**config.mk**
```make
export PLATFORM = sky130hd
export DESIGN_NAME = debounce_multi
export DESIGN_NICKNAME = d
export VERILOG_FILES = /design/src/rtl/debounce_multi_pkg.sv /design/src/rtl/debounce_channel.sv /design/src/rtl/debounce_multi.sv
export SDC_FILE = /design/constraint.sdc
export NUM_CORES = 1
export LEC_CHECK = 0
export ABC_AREA = 1
export BUFFER_PORTS_ARGS = -buffer_cell sky130_fd_sc_hd__buf_2
export CAP_MARGIN = 0
export CORE_MARGIN = 5
export CORE_UTILIZATION = 49
export CTS_CLUSTER_DIAMETER = 120
export DETAILED_ROUTE_END_ITERATION = 6
export PLACE_DENSITY = 0.73
export REMOVE_ABC_BUFFERS = 1
export SLEW_MARGIN = 40
export SYNTH_ARGS = -nofsm -noshare
export SYNTH_HDL_FRONTEND = slang
export SYNTH_HIERARCHICAL = 1
export SYNTH_SLANG_ARGS = --single-unit
```
**constraint.sdc**
```tcl
create_clock -name clock -period 0.92 [get_ports clock]
set_input_delay 0.046 -clock clock [delete_from_list [all_inputs] [get_ports clock]]
set_output_delay 0.046 -clock clock [all_outputs]
set_load 0.005 [all_outputs]
```
**src/rtl/debounce_multi_pkg.sv**
```systemverilog
// ============================================================================
//  Module      : debounce_multi_pkg
//  Description : Shared constants and width helper for the debouncer slice.
//  Revision    : 1.0 - initial release
// ============================================================================
`default_nettype none

package debounce_multi_pkg;

  localparam int SYNC_STAGES = 2;

  // Counter only has to reach MAX_COUNT-1, so clog2(MAX_COUNT) bits suffice.
  function automatic int counter_bits(input int max_count);
    return $clog2(max_count);
  endfunction

endpackage

`default_nettype wire

```
**src/rtl/debounce_channel.sv**
```systemverilog
// ============================================================================
//  Module      : debounce_channel
//  Description : One debounce channel: saturating stability counter, level
//                register and registered rise/fall strobes.
//  Revision    : 1.0 - initial release
// ============================================================================
`default_nettype none

module debounce_channel
  import debounce_multi_pkg::*;
#(
  parameter int   MAX_COUNT   = 16,
  parameter logic RESET_VALUE = 1'b0
) (
  input  logic clock,
  input  logic i_nrst,
  input  logic i_sample,
  output logic o_level,
  output logic o_rise,
  output logic o_fall
);

  localparam int                    COUNTER_BITS = counter_bits(MAX_COUNT);
  localparam logic [COUNTER_BITS-1:0] C_LAST     = COUNTER_BITS'(MAX_COUNT - 1);

  logic [COUNTER_BITS-1:0] count_q, count_d;
  logic                    level_q, level_d;
  logic                    rise_q,  rise_d;
  logic                    fall_q,  fall_d;

  always_comb begin
    count_d = '0;
    level_d = level_q;
    rise_d  = 1'b0;
    fall_d  = 1'b0;
    if (i_sample != level_q) begin
      if (count_q == C_LAST) begin
        level_d = i_sample;
        rise_d  = i_sample;
        fall_d  = ~i_sample;
      end else begin
        count_d = count_q + COUNTER_BITS'(1);
      end
    end
  end

  always_ff @(posedge clock or negedge i_nrst) begin
    if (!i_nrst) begin
      count_q <= '0;
      level_q <= RESET_VALUE;
      rise_q  <= 1'b0;
      fall_q  <= 1'b0;
    end else begin
      count_q <= count_d;
      level_q <= level_d;
      rise_q  <= rise_d;
      fall_q  <= fall_d;
    end
  end

  assign o_level = level_q;
  assign o_rise  = rise_q;
  assign o_fall  = fall_q;

endmodule

`default_nettype wire

```
**src/rtl/debounce_multi.sv**
```systemverilog
// ============================================================================
//  Module      : debounce_multi
//  Description : Multi-channel debouncer with per-channel rise/fall strobes
//                and an aggregate change strobe. Define DEBOUNCE_SYNC_EN to
//                put a 2-flop synchroniser in front of every channel.
//  Revision    : 1.0 - initial release
// ============================================================================
`default_nettype none

module debounce_multi
  import debounce_multi_pkg::*;
#(
  parameter int   CHANNELS    = 4,
  parameter int   MAX_COUNT   = 16,
  parameter logic RESET_VALUE = 1'b0
) (
  input  logic                clock,
  input  logic                i_nrst,
  input  logic [CHANNELS-1:0] i_in,
  output logic [CHANNELS-1:0] o_out,
  output logic [CHANNELS-1:0] o_rise,
  output logic [CHANNELS-1:0] o_fall,
  output logic                o_changed
);

  logic [CHANNELS-1:0] sample;
  logic                changed_q, changed_d;

`ifdef DEBOUNCE_SYNC_EN
  logic [SYNC_STAGES-1:0][CHANNELS-1:0] sync_q, sync_d;

  always_comb begin
    sync_d = {sync_q[SYNC_STAGES-2:0], i_in};
  end

  always_ff @(posedge clock or negedge i_nrst) begin
    if (!i_nrst) begin
      sync_q <= {(SYNC_STAGES * CHANNELS){RESET_VALUE}};
    end else begin
      sync_q <= sync_d;
    end
  end

  assign sample = sync_q[SYNC_STAGES-1];
`else
  assign sample = i_in;
`endif

  for (genvar gi = 0; gi < CHANNELS; gi++) begin : g_channel
    debounce_channel #(
      .MAX_COUNT   (MAX_COUNT),
      .RESET_VALUE (RESET_VALUE)
    ) u_channel (
      .clock    (clock),
      .i_nrst   (i_nrst),
      .i_sample (sample[gi]),
      .o_level  (o_out[gi]),
      .o_rise   (o_rise[gi]),
      .o_fall   (o_fall[gi])
    );
  end

  // One pulse per accept edge, however many channels accepted together.
  always_comb begin
    changed_d = |(o_rise | o_fall);
  end

  always_ff @(posedge clock or negedge i_nrst) begin
    if (!i_nrst) begin
      changed_q <= 1'b0;
    end else begin
      changed_q <= changed_d;
    end
  end

  assign o_changed = changed_q;

endmodule

`default_nettype wire

```
Word-level counts from Yosys, hierarchy flattened
Cells that the tools add are included.
Word-level totals
  flip-flop bits (word level): 29
  bits in latches: 0
  RAM bits: 0
  bits in read-only memories: 0
  output and inout port bits: 13
  word-level logic and storage cells: 63
  memories: 0
Operators by class
  add/subtract/negate cells: 4
  multipliers: 0
  divide/modulo/power cells: 0
  magnitude comparators: 0
  equal/unequal tests: 8
  shift-type cells: 0
  multiplexer cells: 24
  bitwise gates (word level): 5
  reduce and logical (&&, ||, !) cells: 5
Operators with widths (count)
  4-bit two-way mux: 8
  4-bit by 1-bit adder with 4-bit output, second input constant: 4
  4-bit equality test, second input constant: 4
  1-bit two-way mux: 16
  2-bit AND reduction: 4
  1-bit inequality test: 4
  1-bit inverter: 4
  4-bit OR: 1
  4-bit OR reduction: 1

Logic depth before layout (Yosys ltp)
Gate-level depths: netlist of run 1.
  depth in word-level cells: 3
  depth in mapped cells: 5
  depth with buffers taken out: 5

Cells and area by module
Netlist of run 1, hierarchy kept.
By module, submodules not included
  debounce_channel: instances 4, cells each 31, area an instance 290.3 um^2, seq. area each 175.2 um^2
  debounce_multi: instances 1, cells each 16, area an instance 81.3 um^2, seq. area each 25.0 um^2

Least setup slack after synthesis of run 1
No wires, ideal clock.
  path kind: register -> register
  start point: reg g_channel[0].u_channel.count_q[0]
  end point: reg g_channel[0].u_channel.count_q[2]
  setup time: 0.120 ns
  arrival time: 0.811 ns
  required time: 0.800 ns
  setup slack: -0.011 ns
  cell stages (with the launch flop): 4
  period minus slack after synthesis: 0.931 ns
  cell sequence: dfrtp_1 -> ha_1 -> xnor2_1 -> nor2_1
Between the ends
  cells in the longest elaborated chain, start to end: 3
  elaborated cells between the ends (all ways): 4
  classes of those cells: 1 x add/sub; 1 x eq/ne; 2 x mux
Ends and longest elaborated chain
  start: declaration: RTL line debounce_channel.sv:26  | logic [COUNTER_BITS-1:0] count_q, count_d;
  start signal: assignment: RTL line debounce_channel.sv:54  | count_q <= count_d;
  4-bit by 1-bit adder with 4-bit output / 4-bit equality test (equally long branches): RTL line debounce_channel.sv:42, debounce_channel.sv:37
  4-bit two-way mux (*): RTL line debounce_channel.sv:37  | if (count_q == C_LAST) begin
  4-bit two-way mux (*): RTL line debounce_channel.sv:36  | if (i_sample != level_q) begin
  via g_channel[0].u_channel.count_d[2]: RTL line debounce_channel.sv:26
The timed path passes the listed nets; every way through them passes the cells marked *.
A chain may end at the register's enable or synchronous reset.

Worst setup path in the final report of run 1
  start point: reg g_channel[1].u_channel.level_q
  end point: out o_out[1]
RTL lines
  start: declaration: RTL line debounce_channel.sv:27  | logic level_q, level_d;
  start signal: assignment: RTL line debounce_channel.sv:55  | level_q <= level_d;
  end: declaration: RTL line debounce_multi.sv:20  | output logic [CHANNELS-1:0] o_out,
No word-level cell between the ends.

==> results of run 1 <==
registers in the layout, indices dropped and copies added (netlist names):
register	count
g_channel.u_channel/o_level	4
g_channel.u_channel/o_fall	4
o_changed	1
g_channel.u_channel/o_rise	4
g_channel.u_channel/count_q	16
per-layer routing:
metal	wire, um	up-vias
li1	-	505
met1	1014	469
met2	1147	32
met3	181	6
met4	47	0
met5	0	-
what timing repair did:
item	4_1_cts	5_1_grt
buffers inserted	1	2
hold buffers	5	0
pin swaps	13	21
gates cloned	0	0
endpoints found under the hold margin	41	0
endpoints found under the setup margin	19	35
gates resized for setup	17	22
Yosys cell counts:
master / number / share of area, %
nor2_1: 26 / 7.9
nand4_1: 4 / 2.0
xnor2_1: 4 / 2.8
nand3_2: 4 / 3.2
o21ai_1: 4 / 1.6
nand3_1: 4 / 1.6
ha_1: 4 / 4.0
inv_1: 28 / 8.5
dfrtp_1: 29 / 58
nand2_1: 33 / 10
layout by cell type, fill, tap and decap left out:
master	n
buf_12	1
buf_2	18
buf_4	10
clkbuf_4	5
clkbuf_8	2
clkinv_2	1
dfrtp_1	29
dlygate4sd3_1	5
ha_4	4
inv_1	25
inv_2	3
nand2_1	23
nand2_2	7
nand2_4	3
nand3_1	4
nand3_4	4
nand4_1	4
nor2_1	19
nor2_2	7
o21ai_1	4
xnor2_2	4
stage by stage:
stage               setup TNS, ps  util [%]
global placement           -106.7     58.77
detailed placement         -441.8     58.77
CTS                        -94.46     67.84
finish                     -15.48     71.41
floorplan                  -85.75         -
global route               -988.3     71.41
power by group:
part	leakage, nW	total [mW]	internal (mW)	switching [mW]
Sequential	0.374	1.37	1.32	0.0567
Clock	0.0413	0.865	0.442	0.423
Combinational	0.504	0.294	0.156	0.138
Total	0.920	2.53	1.91	0.618
logic make-up after synthesis:
logic type / count (synthesis) / synth area share (%)
flops: 29 / 58.41
compound gates: 4 / 1.611
xor+xnor: 4 / 2.819
fa+ha+maj: 4 / 4.028
simple gates: 71 / 24.67
buf+inv: 28 / 8.459
area by class of cell:
| type | instances | area share [%] |
|---|---|---|
| Clock buffer | 7 | 3.712 |
| Clock inverter | 1 | 0.2855 |
| Multi-Input combinational cell | 83 | 33.05 |
| Sequential cell | 29 | 41.40 |
| Timing Repair Buffer | 34 | 13.42 |
| Tap cell | 30 | 2.141 |
| Inverter | 28 | 5.996 |
worst min path at each step:
stage,end,slack [ps],cells after the start
after CTS,g_channel[0].u_channel/o_rise,180,3
final,g_channel[0].u_channel/o_rise,190,3
after global placement,g_channel[2].u_channel/o_level,3,2
after floorplan,g_channel[0].u_channel/count_q[0],-250,0
after global routing,g_channel[0].u_channel/count_q[0],190,3
after detailed placement,o_changed,6,2
==> impl_metrics.yaml, run 1 <==
sta:
  period_minus_slack_ps: 935.1
  finalCritPeriodShare_pct: 101.6
  setup_viol: 2
  fin_worst_skew_ps: 8.982
  fmaxAchievable_mhz: 1069
  hold_viol: 0
  rsz0062_at_grt: "true"
  worst_pin_slew_ps: 250.4
  slew_headroom_pct: 83.31
  fin_ws_ps: -15.06
  slew_violations: 0
  timing.hold.ws_ps: 194.0
finish:
  final_layout_size_suffix_gt1_share_pct: 37.91
  nFillCells: 163
  finalNetCount: 191
  num_antenna_cells: 0
  area_growth_pct: 41.09
  multi_input_area_um2: 579.3
  final-seq-area_um2: 725.7
  postLayoutCellArea_um2: 1753
  stdcell_count: 212
critical_path:
  criticalPathCategory: "register to output pin"
  reg2reg_from: "g_channel[2].u_channel/count_q[0]"
  cp_max_fo: 4
  startpoint: "g_channel[1].u_channel/o_level"
  cp-endpoint: "o_out[1]"
  reg2regPathDepth: 4
  reg2reg_to: "g_channel[2].u_channel/o_level"
  crit_path_top_delay_cell: "dfrtp_1"
  path_buf_inv: 1
  rrSetupSlack_ps: 0
  cp.depth: 1
  path_cells: "buf_2"
  startpoint_type: "register"
  cp_top_family: "flip-flops"
  cp-end-kind: "output pin"
  crit_required_ps: 870
  arrival_ps: 890
  slowest_delay_ps: 420
status:
  status: "finished, violations left"
  failed_checks: "setup timing"
floorplan:
  fp.dieW_um: 60.36
  fp-row-count: 18
  dieArea_um2: 3643
  start_util_pct: 50.61
  core_area_um2: 2455
  die_h_um: 60.36
  ios: 19
synthesis:
  ys_warn_count: 6
  syn_avg_cell_area_um2: 8.875
  netlist_area_um2: 1242
  yosysUniqueCellTypes: 10
  syn-instance-count: 140
  synth_seq_cells: 29
  ys_seq_area_share_pct: 58.41
global_route:
  grt_util_met3_pct: 7.447
  antenna_found_initial: 0
  met1_usage_pct: 19.08
  grt_pass1_wl_um: 4112
  grt_pass1_vias: 976
  grt_use_met2_pct: 24.69
  grt_overflow: 0
  gr-usage-all-layers_pct: 15.93
  grt_max_degree: 30
  top_usage_layer: "met2"
routing:
  wl_per_cell_um: 11.27
  vias: 1012
  dr.pass1.iters: 4
  ant_nets: 0
  via_per_inst: 4.774
  drc: 0
  dr.first_iter.drc_count: 23
  wl_um: 2390
placement:
  dp.final_hpwl_um: 1638
  dp_slack_ps: -69.01
  dpl-instance-area_um2: 1443
  numPortBuffers: 18
  place_inst: 196
  place_congestion: 0.7306
pwr:
  ir_worst_vdd_mv: 1.176
  power.density_nw_per_um2: 1444
  p_total_mw: 2.532
  p_leak_nw: 0.9198
cts:
  h-tree-depth: 2
  cts_buffers: 5
  clkLatencyLatePin_ps: 330
  root_buffer: "clkbuf_4"
  clockBufferDepth: 2
  cts_tree: "built"
  cts.sinks: 29
  path_clk_slew_ps: 90
run:
  cap_violations: 0
worst_hold_path:
  hold_class: "input pin to async pin"
Note: power is estimated with default switching activity, not from simulation.
==> run 2: changes to the inputs <==
Settings changed: PLACE_DENSITY 0.73 to unset, PLACE_DENSITY_LB_ADDON set to 0.12.
==> run 2 against run 1 <==
The run still ends with setup timing left. Flip-flop and latch count stayed put. Worst setup slack worse by 19 ps. Global-route usage is 0.24 points lower. Clock power is 2% higher. Critical endpoint is now g_channel[2].u_channel/o_fall. First-iteration DRC count is 35% higher. Combinational power is 2% higher. Utilization is 0.61 points higher. Design area is 0.86% higher.
==> impl_metrics.yaml, run 2 (synthesis results as in run 1) <==
sta:
  worst_pin_slew_ps: 247.5
  slew_violations: 0
  hold_viol: 0
  fin_worst_skew_ps: 5.009
  fin_ws_ps: -33.72
  timing.hold.ws_ps: 189.6
  fmaxAchievable_mhz: 1049
  setup_viol: 8
  slew_headroom_pct: 83.50
  finalCritPeriodShare_pct: 103.7
  rsz0062_at_grt: "true"
  period_minus_slack_ps: 953.7
floorplan:
  dieArea_um2: 3643
  start_util_pct: 50.61
  fp.dieW_um: 60.36
  fp-row-count: 18
  die_h_um: 60.36
  ios: 19
  core_area_um2: 2455
finish:
  stdcell_count: 211
  finalNetCount: 190
  final_layout_size_suffix_gt1_share_pct: 39.23
  final_common_cell: "dfrtp_1"
  largest_register_ffs: 16
  postLayoutCellArea_um2: 1768
  final_cell_mix: "dfrtp_1, inv_1, nand2_1"
  regMostFlops: "g_channel.u_channel/count_q"
  nFillCells: 180
  num_antenna_cells: 0
  area_growth_pct: 42.30
cts:
  cts.sinks: 29
  cts_buffers: 5
  h-tree-depth: 2
  cts_tree: "built"
  clkLatencyLatePin_ps: 320
  clockBufferDepth: 2
  path_clk_slew_ps: 90
  root_buffer: "clkbuf_4"
routing:
  wl_um: 2504
  via_per_inst: 4.829
  dr.pass1.iters: 4
  dr.first_iter.drc_count: 31
  vias: 1019
  drc: 0
  wl_per_cell_um: 11.87
  ant_nets: 0
pwr:
  p_switching_uw: 642.0
  p_int_mw: 1.915
  p_leak_nw: 0.9201
  power_frac_seq_pct: 53.7
  power.density_nw_per_um2: 1446
  clkPwrFrac_pct: 34.6
  ir_worst_vdd_mv: 1.085
  combinationalPowerShare_pct: 11.8
  power.share.switching_pct: 25.11
critical_path:
  crit_path_top_delay_cell: "dfrtp_1"
  path_cells: "ha_4 -> nand3_4 -> buf_6 -> nor2_2"
  slowest_delay_ps: 400
  cp-end-kind: "register"
  cp_max_fo: 5
  arrival_ps: 1220
  criticalPathCategory: "register to register"
  startpoint_type: "register"
  cp_top_family: "flip-flops"
  crit_required_ps: 1190
  path_buf_inv: 1
worst_hold_path:
  hold_class: "input pin to async pin"
global_route:
  grt_overflow: 0
  grt_pass1_vias: 958
  antenna_found_initial: 0
  grt_max_degree: 30
  gr-usage-all-layers_pct: 15.69
  grt_pass1_wl_um: 4043
placement:
  dpl-instance-area_um2: 1450
  numPortBuffers: 18
  place_inst: 197
  place_congestion: 0.7406
  dp.final_hpwl_um: 1645
status:
  status: "finished, violations left"
  failed_checks: "setup timing"
run:
  cap_violations: 0
[run 2: path summary, 6_finish.rpt]
check	startpoint	end	slack, ps	depth (start not counted)
max in group asynchronous	i_nrst	g_channel[3].u_channel/o_rise	570	3
worst max register to register	g_channel[2].u_channel/count_q[1]	g_channel[2].u_channel/o_fall	-30	4
min in group clock	i_in[3]	g_channel[3].u_channel/o_rise	530	4
worst min register to register	g_channel[0].u_channel/o_fall	o_changed	540	4
worst min-delay path	i_nrst	g_channel[2].u_channel/count_q[3]	190	3
worst max-delay path	g_channel[2].u_channel/count_q[1]	g_channel[2].u_channel/o_fall	-30	4
[run 2: cell type report]
cell class | instances | area [um2] | area share [%]
multi-input combinational | 83 | 598.1 | 33.83
inverter | 28 | 105.1 | 5.945
clock inverter | 1 | 5.005 | 0.2831
sequential | 29 | 725.7 | 41.05
timing repair buffer | 33 | 231.5 | 13.09
clock buffer | 7 | 65.06 | 3.680
tap | 30 | 37.54 | 2.123
[run 2: power by group through the flow]
stage | Clock, mW | Combinational [mW] | Sequential [mW]
after floorplan | 0 | 0.0947 | 1.38
after global placement | 0 | 0.208 | 1.37
after detailed placement | 0 | 0.217 | 1.38
after CTS | 0.920 | 0.270 | 1.36
after global routing | 0.974 | 0.337 | 1.38
final | 0.884 | 0.301 | 1.37
[run 2: worst reg2reg max path, cell delays in order (launching register included)]
cell and delay (ps):
dfrtp_1 400, ha_4 180, nand3_4 110, buf_6 140, nor2_2 70
[run 2: what timing repair did]
item / in CTS / in global routing
pin swaps: 16 / 13
hold endpoints to repair: 40 / 0
hold buffers: 5 / 0
resized for setup: 22 / 22
gates cloned: 0 / 0
setup endpoints to repair: 21 / 33
buffers inserted: 1 / 0
[run 2: per-layer routing]
| layer | track usage [%] | up-vias | routed length [um] |
|---|---|---|---|
| li1 | - | 499 | - |
| met2 | 26.23 | 36 | 1228 |
| met4 | 8.228 | 0 | 53 |
| met1 | 17.19 | 478 | 1019 |
| met5 | 0 | - | 0 |
| met3 | 6.170 | 6 | 202 |
[run 2: stage by stage]
| stage | utilization [%] | worst slack [ps] | TNS [ps] | total power [mW] |
|---|---|---|---|---|
| global placement | 59.07 | -35.22 | -183.9 | 1.581 |
| finish | 72.02 | -33.72 | -116.0 | 2.557 |
| CTS | 68.60 | -32.41 | -145.1 | 2.554 |
| detailed placement | 59.07 | -114.6 | -503.1 | 1.592 |
| global route | 72.02 | -78.17 | -1217 | 2.691 |
| floorplan | - | -11.26 | -85.75 | 1.472 |
